<file path="config.mk">
export PLATFORM = sky130hd
export DESIGN_NAME = tmr8_cs_counter
export DESIGN_NICKNAME = d
export VERILOG_FILES = /design/src/rtl/tmrcnt_pkg.sv /design/src/rtl/tmr_pin_sync.sv /design/src/rtl/tmr8_cs_counter.sv
export SDC_FILE = /design/constraint.sdc
export NUM_CORES = 1
export LEC_CHECK = 0
export ABC_AREA = 1
export BUFFER_PORTS_ARGS = -buffer_cell sky130_fd_sc_hd__buf_4
export CAP_MARGIN = 10
export CORE_MARGIN = 1.5
export CORE_UTILIZATION = 42
export CTS_CLUSTER_SIZE = 8
export DETAILED_ROUTE_END_ITERATION = 7
export GPL_TIMING_DRIVEN = 0
export PLACE_DENSITY_LB_ADDON = 0.2
export SYNTH_ARGS = -nofsm -noshare
export SYNTH_HDL_FRONTEND = slang
export SYNTH_SLANG_ARGS = --single-unit
</file>
<file path="constraint.sdc">
create_clock -name clk -period 1.2 [get_ports clk]
set_input_delay 0.06 -clock clk [delete_from_list [all_inputs] [get_ports clk]]
set_output_delay 0.06 -clock clk [all_outputs]
set_load 0.05 [all_outputs]
</file>
<file path="src/rtl/tmrcnt_pkg.sv">
// Shared constants for the TmrCnt timer channels:
// clock-select encoding, counter width and flag bit indices.
package tmrcnt_pkg;

    localparam int TCNT_W = 8;

    localparam logic [2:0] CS_STOP    = 3'd0;
    localparam logic [2:0] CS_CLK     = 3'd1;
    localparam logic [2:0] CS_DIV8    = 3'd2;
    localparam logic [2:0] CS_DIV64   = 3'd3;
    localparam logic [2:0] CS_DIV256  = 3'd4;
    localparam logic [2:0] CS_DIV1024 = 3'd5;
    localparam logic [2:0] CS_TFALL   = 3'd6;
    localparam logic [2:0] CS_TRISE   = 3'd7;

    localparam int FLG_TOV = 0;
    localparam int FLG_OCF = 1;

endpackage

</file>
<file path="src/rtl/tmr_pin_sync.sv">
// External timer pin synchronizer with single-cycle rise/fall pulses.
// Ports: clk, reset (sync, active-high), pin (async), rise, fall.
module tmr_pin_sync #(
    parameter int SYNC_STAGES = 2
) (
    input  logic clk,
    input  logic reset,
    input  logic pin,
    output logic rise,
    output logic fall
);

    logic [SYNC_STAGES-1:0] sync;
    logic                   dly;

    // The delayed copy runs regardless of clock select, so switching
    // between edge sources never fabricates an edge.
    always_ff @(posedge clk) begin
        if (reset) begin
            sync <= '0;
            dly  <= 1'b0;
        end else begin
            sync <= {sync[SYNC_STAGES-2:0], pin};
            dly  <= sync[SYNC_STAGES-1];
        end
    end

    assign rise = sync[SYNC_STAGES-1] & ~dly;
    assign fall = ~sync[SYNC_STAGES-1] & dly;

endmodule

</file>
<file path="src/rtl/tmr8_cs_counter.sv">
// 8-bit timer/counter with clock select, overflow and compare-A flags.
// Ports: clk, reset (sync, active-high), cs, clk8en..clk1024en, t_pin,
//   tcnt_we, tcnt_wdata, ocr, flag_clr, ctc (TMR_CTC_EN only),
//   tcnt, tov, ocf, tick.
// Macro TMR_CTC_EN adds clear-timer-on-compare mode.
module tmr8_cs_counter
    import tmrcnt_pkg::*;
#(
    parameter int SYNC_STAGES = 2
) (
    input  logic              clk,
    input  logic              reset,
    input  logic [2:0]        cs,
    input  logic              clk8en,
    input  logic              clk64en,
    input  logic              clk256en,
    input  logic              clk1024en,
    input  logic              t_pin,
    input  logic              tcnt_we,
    input  logic [TCNT_W-1:0] tcnt_wdata,
    input  logic [TCNT_W-1:0] ocr,
    input  logic [1:0]        flag_clr,
`ifdef TMR_CTC_EN
    input  logic              ctc,
`endif
    output logic [TCNT_W-1:0] tcnt,
    output logic              tov,
    output logic              ocf,
    output logic              tick
);

    logic pin_rise;
    logic pin_fall;
    logic cnt_en;
    logic inc;
    logic ovf;
    logic match;
    logic ctc_clr;

    tmr_pin_sync #(
        .SYNC_STAGES(SYNC_STAGES)
    ) u_pin_sync (
        .clk  (clk),
        .reset(reset),
        .pin  (t_pin),
        .rise (pin_rise),
        .fall (pin_fall)
    );

    always_comb begin
        cnt_en = 1'b0;
        unique case (cs)
            CS_STOP:    cnt_en = 1'b0;
            CS_CLK:     cnt_en = 1'b1;
            CS_DIV8:    cnt_en = clk8en;
            CS_DIV64:   cnt_en = clk64en;
            CS_DIV256:  cnt_en = clk256en;
            CS_DIV1024: cnt_en = clk1024en;
            CS_TFALL:   cnt_en = pin_fall;
            CS_TRISE:   cnt_en = pin_rise;
        endcase
    end

    // A CPU write masks the count event entirely.
    assign inc   = cnt_en & ~tcnt_we;
    assign ovf   = inc & (tcnt == {TCNT_W{1'b1}});
    assign match = inc & (tcnt == ocr);

`ifdef TMR_CTC_EN
    assign ctc_clr = match & ctc;
`else
    assign ctc_clr = 1'b0;
`endif

    always_ff @(posedge clk) begin
        if (reset) begin
            tcnt <= '0;
            tov  <= 1'b0;
            ocf  <= 1'b0;
            tick <= 1'b0;
        end else begin
            if (tcnt_we)
                tcnt <= tcnt_wdata;
            else if (ctc_clr)
                tcnt <= '0;
            else if (cnt_en)
                tcnt <= tcnt + 1'b1;
            // Set beats clear in the same cycle.
            tov  <= ovf | (tov & ~flag_clr[FLG_TOV]);
            ocf  <= match | (ocf & ~flag_clr[FLG_OCF]);
            tick <= inc;
        end
    end

endmodule

</file>
==> impl_metrics.toml, run 1 <==
[drt]
postRouteWirelength_microns = 2925
via_count = 1133
met2WireLength_microns = 1484
wl_per_cell_microns = 13.42
drc = 0
wl_met3_microns = 144
routed.top_layer = "met4"
route.layer.met1.wl_microns = 1172
drt_iter0_drc = 44
first_pass_iters = 4
drtAntennaViolNets = 0
vias_per_cell = 5.197

[sta]
fin_ws_ns = -0.01397
fin_crit_ns = 1.214
max_freq_mhz = 823.7
tightest_slew_ns = 0.4440
setup-violations-final = 2
skew_ns = 0.002081
fin_crit_sh_pct = 101.2
max_slew_margin_pct = 70.40
rsz0062_at_grt = "true"
hold_viol_final = 0
slew_viol_final = 0

[synth]
synth.net_count = 170
ys_ff_latch = 14
synth_area_leaders = "dfxtp_1, nand2_1, xnor2_1"
synth_top_area_share_pct = 29.79
synth.largest_area_cell = "dfxtp_1"
synthCells = 140
yosysWarnings = 0
ys_seq_area_share_pct = 29.79
synth_cell_type_count = 22
syn_area_per_cell_sq_um = 6.721
synth_area_sq_um = 940.9

[worst_setup_path]
reg2reg_depth = 8
crit_required_ns = 1.42
path_class = "flip-flop to flip-flop"
critPathLaunch = "tcnt[1]"
cp-end-kind = "flip-flop"
reg2reg_to = "tcnt[6]"
timing.rr.start = "tcnt[1]"
worst_setup_path_start_kind = "flip-flop"
r2r_slack_ns = -0.01
worstPathArrival_ns = 1.44
critPathMaxFanout = 6
cp-endpoint = "tcnt[6]"

[floorplanning]
start_util_pct = 46.08
fp-row-count = 16
pin_count = 40
dieWidth_microns = 50.33
core-area_sq_um = 2042
die_area_sq_um = 2533
fp.dieH_microns = 50.33

[cells_and_area]
regArea_sq_um = 302.8
multiInputGateArea_sq_um = 626.9
final_cell_mix = "buf_4, nand2_1, inv_1, nor2_1"
antenna_cells = 0
final_nets = 222
fin_area_sq_um = 1421
areaGrowthSynthToFinish_pct = 51.06
drive_above_1_share_pct = 38.74
final_common_cell = "buf_4"
post-route-util_pct = 69.61
fillers = 175

[cts]
clkTransAtPathRegs_ns = 0.09
worstSkewPairLatency_ns = 0.29
cts_tree = "yes"
htreeDepth = 1
root_buffer = "clkbuf_4"
cts_sinks = 14
clock_path_buffers = 2
cts_buffers = 3

[status]
status = "finished, violations left"
violations = "negative setup slack"

[worst_hold_path]
hp-class = "input pin to flip-flop"

[place]
port_buffers = 38
place.gp.congestion = 0.8292
place_hpwl_microns = 1835
dpl-instance-area_sq_um = 1290

[flow_run]
max-cap-violations = 0

[global_routing]
grt_first_pass_wirelength_microns = 4002
grt_overflow = 0
grt_antenna_before_repair = 0
grt_pass1_vias = 953
grt_usage_pct = 20.51
grt_max_degree = 11

[power_and_ir_drop]
cellLeakagePower_nw = 0.6881
ir_worst_vdd_mv = 0.7063
pwr_density_cell_nw_per_um2 = 895.7
==> final cells by class <==
| cell class | instances | share of cell area (%) |
|---|---|---|
| buffer | 3 | 0.8803 |
| multi-input combinational | 107 | 44.10 |
| tap | 27 | 2.377 |
| inverter | 15 | 3.961 |
| timing repair buffer | 48 | 25.53 |
| clock buffer | 4 | 1.849 |
| sequential | 14 | 21.30 |
==> cells by family (layout without fill, tap and decap cells) <==
kind of cell | Yosys count | after routing | share of synthesized area [%]
flops | 14 | 14 | 29.79
fa+ha+maj | 1 | 1 | 1.330
simple gates | 82 | 83 | 42.95
xor+xnor | 12 | 12 | 11.17
buf+inv | 20 | 70 | 8.908
compound gates | 11 | 11 | 5.851
==> through the flow <==
step	hold slack (ns)	setup WS [ns]	power (mW)	TNS (ns)	instances
finish	0.01752	-0.01397	1.273	-0.01533	218
CTS	0.02245	0.01862	1.225	0	210
global placement	0.2633	0.005300	0.9146	0	205
detailed placement	0.2695	-0.02839	0.9260	-0.02839	205
floorplan	0.1670	-0.03558	0.7785	-0.03558	140
global route	0.02528	-0.08654	1.325	-0.2084	218
==> what timing repair did <==
item | 4_1_cts | 5_1_grt
hold buffers | 1 | 0
pin swaps | 0 | 9
endpoints found under the hold margin | 1 | 0
setup endpoints to repair | 1 | 7
cloned | 0 | 1
gates resized for setup | 1 | 8
setup buffers | 0 | 9
==> worst min-delay path by stage <==
stage / from / end / slack, ns / cells after the start
6_report: flag_clr[1] / ocf / 0.02 / 3
5_1_grt: flag_clr[0] / tov / 0.03 / 3
4_1_cts: flag_clr[1] / ocf / 0.02 / 3
3_5_place_dp: t_pin / u_pin_sync.sync[0] / 0.27 / 3
3_3_place_gp: t_pin / u_pin_sync.sync[0] / 0.26 / 3
2_1_floorplan: t_pin / u_pin_sync.sync[0] / 0.17 / 2
==> cell usage after synthesis, drive strengths merged <==
library cell	n
dfxtp	14
nand4	8
clkbuf	2
nor2	13
ha	1
nand3	13
xnor2	7
o21ai	5
buf	3
nand2	46
xor2	5
nand3b	2
a21oi	6
inv	15
==> critical path: stages, from the launching register on <==
cell	delay [ns]
dfxtp_4	0.41
ha_4	0.17
buf_4	0.13
nand2_1	0.05
nand2_1	0.06
nand3_1	0.07
nand2_1	0.10
nand2_1	0.05
a21oi_1	0.11
==> sequential cells by signal, indices dropped and copies added (netlist names) <==
name             flops
ocf                  1
tcnt                 8
tick                 1
tov                  1
u_pin_sync.dly       1
u_pin_sync.sync      2
==> power by group <==
group          leakage [nW]  internal [mW]  switching [mW]  total, mW
Clock                0.0150          0.130           0.177      0.307
Combinational         0.554          0.190           0.239      0.429
Sequential            0.119          0.491          0.0463      0.537
==> routing by layer <==
layer	track usage, %	vias to the layer above
met3	2.976	13
met1	24.72	517
met5	0	-
li1	-	554
met2	34.87	49
met4	11.26	0
Note: power is estimated with default switching activity, not from simulation.
==> run 2: changes to the inputs <==
- BUFFER_PORTS_ARGS: -buffer_cell sky130_fd_sc_hd__buf_4 -> -buffer_cell sky130_fd_sc_hd__buf_2
==> impl_metrics.toml, run 2 (same netlist as run 1, synthesis figures left out) <==
[cells_and_area]
fin_area_sq_um = 1265
final_nets = 215
antenna_cells = 0
areaGrowthSynthToFinish_pct = 34.44
reg.largest.list = "tcnt x8, u_pin_sync.sync x2"
final_common_cell = "nand2_1"
top_register = "tcnt"
largest_reg_flops = 8
stdcell_count = 211
drive_above_1_share_pct = 36.96
final_cell_mix = "nand2_1, buf_2, inv_1, nor2_1"

[drt]
drtAntennaViolNets = 0
met2WireLength_microns = 1131
drc = 0
route.layer.met1.wl_microns = 982
wl_per_cell_microns = 11.01
vias_per_cell = 4.995
drt_iter0_drc = 27
wl_met3_microns = 167
first_pass_iters = 4
via_count = 1054
postRouteWirelength_microns = 2323
routed.top_layer = "met4"

[global_routing]
grt_pass1_vias = 886
grt_antenna_before_repair = 0
grt_overflow = 0
grt_first_pass_wirelength_microns = 3581
grt_usage_pct = 18.52
grt_max_degree = 11

[worst_setup_path]
worst_setup_path_start_kind = "flip-flop"
cpMostUsedCell = "nand2_1"
critPathMaxFanout = 4
crit_required_ns = 1.36
cp_top_family = "simple AND/OR/NAND/NOR gates"
crit_chain = "buf_4 -> nand3_1 -> nor2_1 -> nand2_1 -> nand3_1 -> nand2_1 -> nand2_1 -> a21oi_1"
worstPathArrival_ns = 1.37
critPathMaxStageDelay_ns = 0.39
cpMaxStageDelayCell = "dfxtp_4"
critPathBufInv = 1
cp-end-kind = "flip-flop"
path_class = "flip-flop to flip-flop"

[place]
placed_cells_incl_taps = 205
dp_slack_ns = -0.01468
port_buffers = 38
place_hpwl_microns = 1679
place.gp.congestion = 0.8183
dpl-instance-area_sq_um = 1195

[floorplanning]
fp-row-count = 16
start_util_pct = 46.08
fp.dieH_microns = 50.33
dieWidth_microns = 50.33
die_area_sq_um = 2533
pin_count = 40
core-area_sq_um = 2042

[power_and_ir_drop]
seqPwrFrac_pct = 45.5
power_frac_clock_pct = 24.4
switching_share_pct = 36.48
cellLeakagePower_nw = 0.6200
p_sw_uw = 428.8
internal_power_uw = 746.6
pwr-share-comb_pct = 30.1
ir_worst_vdd_mv = 0.6543
pwr_density_cell_nw_per_um2 = 929.2

[sta]
slew_viol_final = 0
tightest_slew_ns = 0.4459
skew_ns = 0.002269
rsz0062_at_grt = "true"
tns_ns = -0.002787
setup-violations-final = 1
fin_crit_sh_pct = 100.2
fin_ws_ns = -0.002787
max_slew_margin_pct = 70.27
fin_crit_ns = 1.203
max_freq_mhz = 831.4
hold_viol_final = 0

[worst_hold_path]
hp-class = "input pin to flip-flop"

[cts]
cts_sinks = 14
clkTransAtPathRegs_ns = 0.09
clock_path_buffers = 2
cts_buffers = 3
htreeDepth = 1
root_buffer = "clkbuf_4"
worstSkewPairLatency_ns = 0.29
cts_tree = "yes"

[status]
status = "finished, violations left"
violations = "negative setup slack"

[flow_run]
max-cap-violations = 0
## run 2: cell types whose count changed in the layout (fill, tap and decap cells not counted), sizes merged
cell / delta
buf: -7
clkbuf: -1
clkinv: +1
## run 2: final timing paths
path         cells after the start                  to  slack, ns                from
max                              8             tcnt[5]     -0.003             tcnt[0]
min                              3                 tov       0.03         flag_clr[0]
max reg2reg                      8             tcnt[5]     -0.003             tcnt[0]
min reg2reg                      2  u_pin_sync.sync[1]       0.41  u_pin_sync.sync[0]
## run 2: layout make-up
cell class | instances | area, sq um
fillers | 202 | 777.0
flip-flops and latches | 14 | 302.8
clock inverters | 1 | 3.754
clock buffers | 3 | 22.52
multi-input cells | 107 | 618.1
repair buffers | 41 | 215.2
plain buffers | 3 | 12.51
well taps | 27 | 33.78
inverters | 15 | 56.30
## run 2: stage by stage
step,utilization [%],power [mW],hold WS (ns)
2_1_floorplan,-,0.7785,0.1670
3_3_place_gp,58.52,0.8765,0.2613
3_5_place_dp,58.52,0.8860,0.2680
4_1_cts,60.78,1.177,0.02526
5_1_grt,61.95,1.238,0.04333
6_report,61.95,1.175,0.03124
## run 2: what timing repair did
item                                    4_1_cts  5_1_grt
hold buffers                                  1        0
setup buffers                                 0        2
gates resized for setup                       1        8
cloned                                        0        1
pin swaps                                     0        7
endpoints found under the setup margin        1        6
endpoints found under the hold margin         1        0
## run 2: worst register-to-register path: stages, from the launching register on
cell	delay, ns
dfxtp_4	0.39
buf_4	0.13
nand3_1	0.11
nor2_1	0.14
nand2_1	0.07
nand3_1	0.08
nand2_1	0.05
nand2_1	0.05
a21oi_1	0.06
## run 2: layer usage
metal,vias up,track usage (%)
met4,0,8.559
met3,5,3.869
met2,40,32.46
li1,541,-
met1,468,21.40
met5,-,0
## run 2: power groups by stage
stage / clock, mW / sequential [mW] / combinational [mW]
global route: 0.313 / 0.540 / 0.385
CTS: 0.293 / 0.528 / 0.356
detailed placement: 0 / 0.536 / 0.350
floorplan: 0 / 0.605 / 0.174
finish: 0.287 / 0.535 / 0.354
global placement: 0 / 0.534 / 0.343
==> run 3: changes to the inputs <==
- RECOVER_POWER: default -> 100
==> impl_metrics.toml, run 3 (same netlist as run 1, synthesis figures left out) <==
[worst_setup_path]
timing.rr.start = "tcnt[0]"
r2r_slack_ns = -0.006
cp-endpoint = "tcnt[5]"
crit_required_ns = 1.36
path_class = "flip-flop to flip-flop"
reg2reg_depth = 8
critPathMaxFanout = 4
critPathLaunch = "tcnt[0]"
worstPathArrival_ns = 1.37
cp-end-kind = "flip-flop"
reg2reg_to = "tcnt[5]"
worst_setup_path_start_kind = "flip-flop"

[sta]
fin_crit_sh_pct = 100.5
max_slew_margin_pct = 70.57
fin_ws_ns = -0.006150
hold_viol_final = 0
slew_viol_final = 0
skew_ns = 0.001921
setup-violations-final = 1
tightest_slew_ns = 0.4414
fin_crit_ns = 1.206
tns_ns = -0.006150
rsz0062_at_grt = "true"
max_freq_mhz = 829.1

[floorplanning]
die_area_sq_um = 2533
pin_count = 40
core-area_sq_um = 2042
fp-row-count = 16
fp.dieH_microns = 50.33
dieWidth_microns = 50.33
start_util_pct = 46.08

[place]
port_buffers = 38
place.gp.congestion = 0.8183
place_hpwl_microns = 1679
placed_cells_incl_taps = 205

[cts]
clkTransAtPathRegs_ns = 0.09
cts_tree = "yes"
clock_path_buffers = 2
cts_sinks = 14
worstSkewPairLatency_ns = 0.29
htreeDepth = 1
root_buffer = "clkbuf_4"
cts_buffers = 3

[power_and_ir_drop]
cellLeakagePower_nw = 0.6141
pwr_density_cell_nw_per_um2 = 931.2
ir_worst_vdd_mv = 0.6504

[global_routing]
grt_max_degree = 11
grt_antenna_before_repair = 0
grt_usage_pct = 18.52
grt_pass1_vias = 886
grt_first_pass_wirelength_microns = 3581
grt_overflow = 0

[cells_and_area]
stdcell_count = 211
drive_above_1_share_pct = 36.96
final_cell_mix = "nand2_1, buf_2, inv_1, nor2_1"
areaGrowthSynthToFinish_pct = 33.64
largest_reg_flops = 8
reg.largest.list = "tcnt x8, u_pin_sync.sync x2"
fillers = 204
top_register = "tcnt"
final_nets = 215
antenna_cells = 0
final_common_cell = "nand2_1"

[drt]
drt_iter0_drc = 35
postRouteWirelength_microns = 2323
first_pass_iters = 4
wl_per_cell_microns = 11.01
vias_per_cell = 5.024
via_count = 1060
drc = 0
drtAntennaViolNets = 0

[status]
status = "finished, violations left"
violations = "negative setup slack"

[flow_run]
max-cap-violations = 0

[worst_hold_path]
hp-class = "input pin to flip-flop"
## run 3: changes by cell type in the layout (fill, tap and decap cells not counted), sizes merged
cell / change
clkbuf: +7
buf: -7
## run 3: power breakdown
group	switching [mW]	internal, mW	total (mW)	leakage [nW]
Combinational	0.217	0.133	0.350	0.479
Clock	0.164	0.121	0.285	0.0154
Sequential	0.0449	0.491	0.535	0.119
Total	0.426	0.745	1.17	0.614
## run 3: worst min path at each step
| stage | from | endpoint | slack (ns) | cells after the start |
|---|---|---|---|---|
| after global placement | t_pin | u_pin_sync.sync[0] | 0.26 | 3 |
| final | flag_clr[0] | tov | 0.03 | 3 |
| after CTS | flag_clr[0] | tov | 0.03 | 3 |
| after global routing | flag_clr[0] | tov | 0.04 | 3 |
| after detailed placement | t_pin | u_pin_sync.sync[0] | 0.27 | 3 |
| after floorplan | t_pin | u_pin_sync.sync[0] | 0.17 | 2 |
## run 3: critical path: stages (launching register included)
cell and delay, ns:
dfxtp_4 0.39, buf_4 0.13, nand3_1 0.11, nor2_1 0.14, nand2_1 0.07, nand3_1 0.08, nand2_1 0.05, nand2_1 0.05
a21oi_1 0.06
## run 3: final cells by class
type	instances	area, sq um	share of cell area, %
multi-input combinational	107	610.6	48.56
sequential	14	302.8	24.08
timing repair buffer	41	215.2	17.11
inverter	15	56.30	4.478
tap	27	33.78	2.687
clock buffer	3	22.52	1.791
buffer	3	12.51	0.9950
clock inverter	1	3.754	0.2985
## run 3: what timing repair did
action | in CTS | in global routing
buffers inserted | 0 | 2
resized for setup | 1 | 8
pin swaps | 0 | 7
setup endpoints to repair | 1 | 6
cloned | 0 | 1
hold buffers | 1 | 0
hold endpoints to repair | 1 | 0
## run 3: routing by layer
layer  vias up  part of all wire, %  wire (microns)  track usage (%)
li1        542                    -               -                -
met1       463                   41             956            21.40
met2        50                   48            1122            32.46
met3         5                  8.7             203            3.869
met4         0                  1.8              41            8.559
met5         -                    0               0                0
## run 3: through the flow
step / power (mW) / util (%) / worst slack (ns) / hold WS (ns) / cell area, sq um
floorplan: 0.7785 / - / -0.03558 / 0.1670 / 970.9
finish: 1.171 / 61.58 / -0.006150 / 0.03118 / 1257
global placement: 0.8765 / 58.52 / 0.01107 / 0.2613 / 1195
CTS: 1.177 / 60.78 / 0.02540 / 0.02526 / 1241
global route: 1.234 / 61.58 / -0.06489 / 0.04333 / 1257
detailed placement: 0.8860 / 58.52 / -0.01468 / 0.2680 / 1195
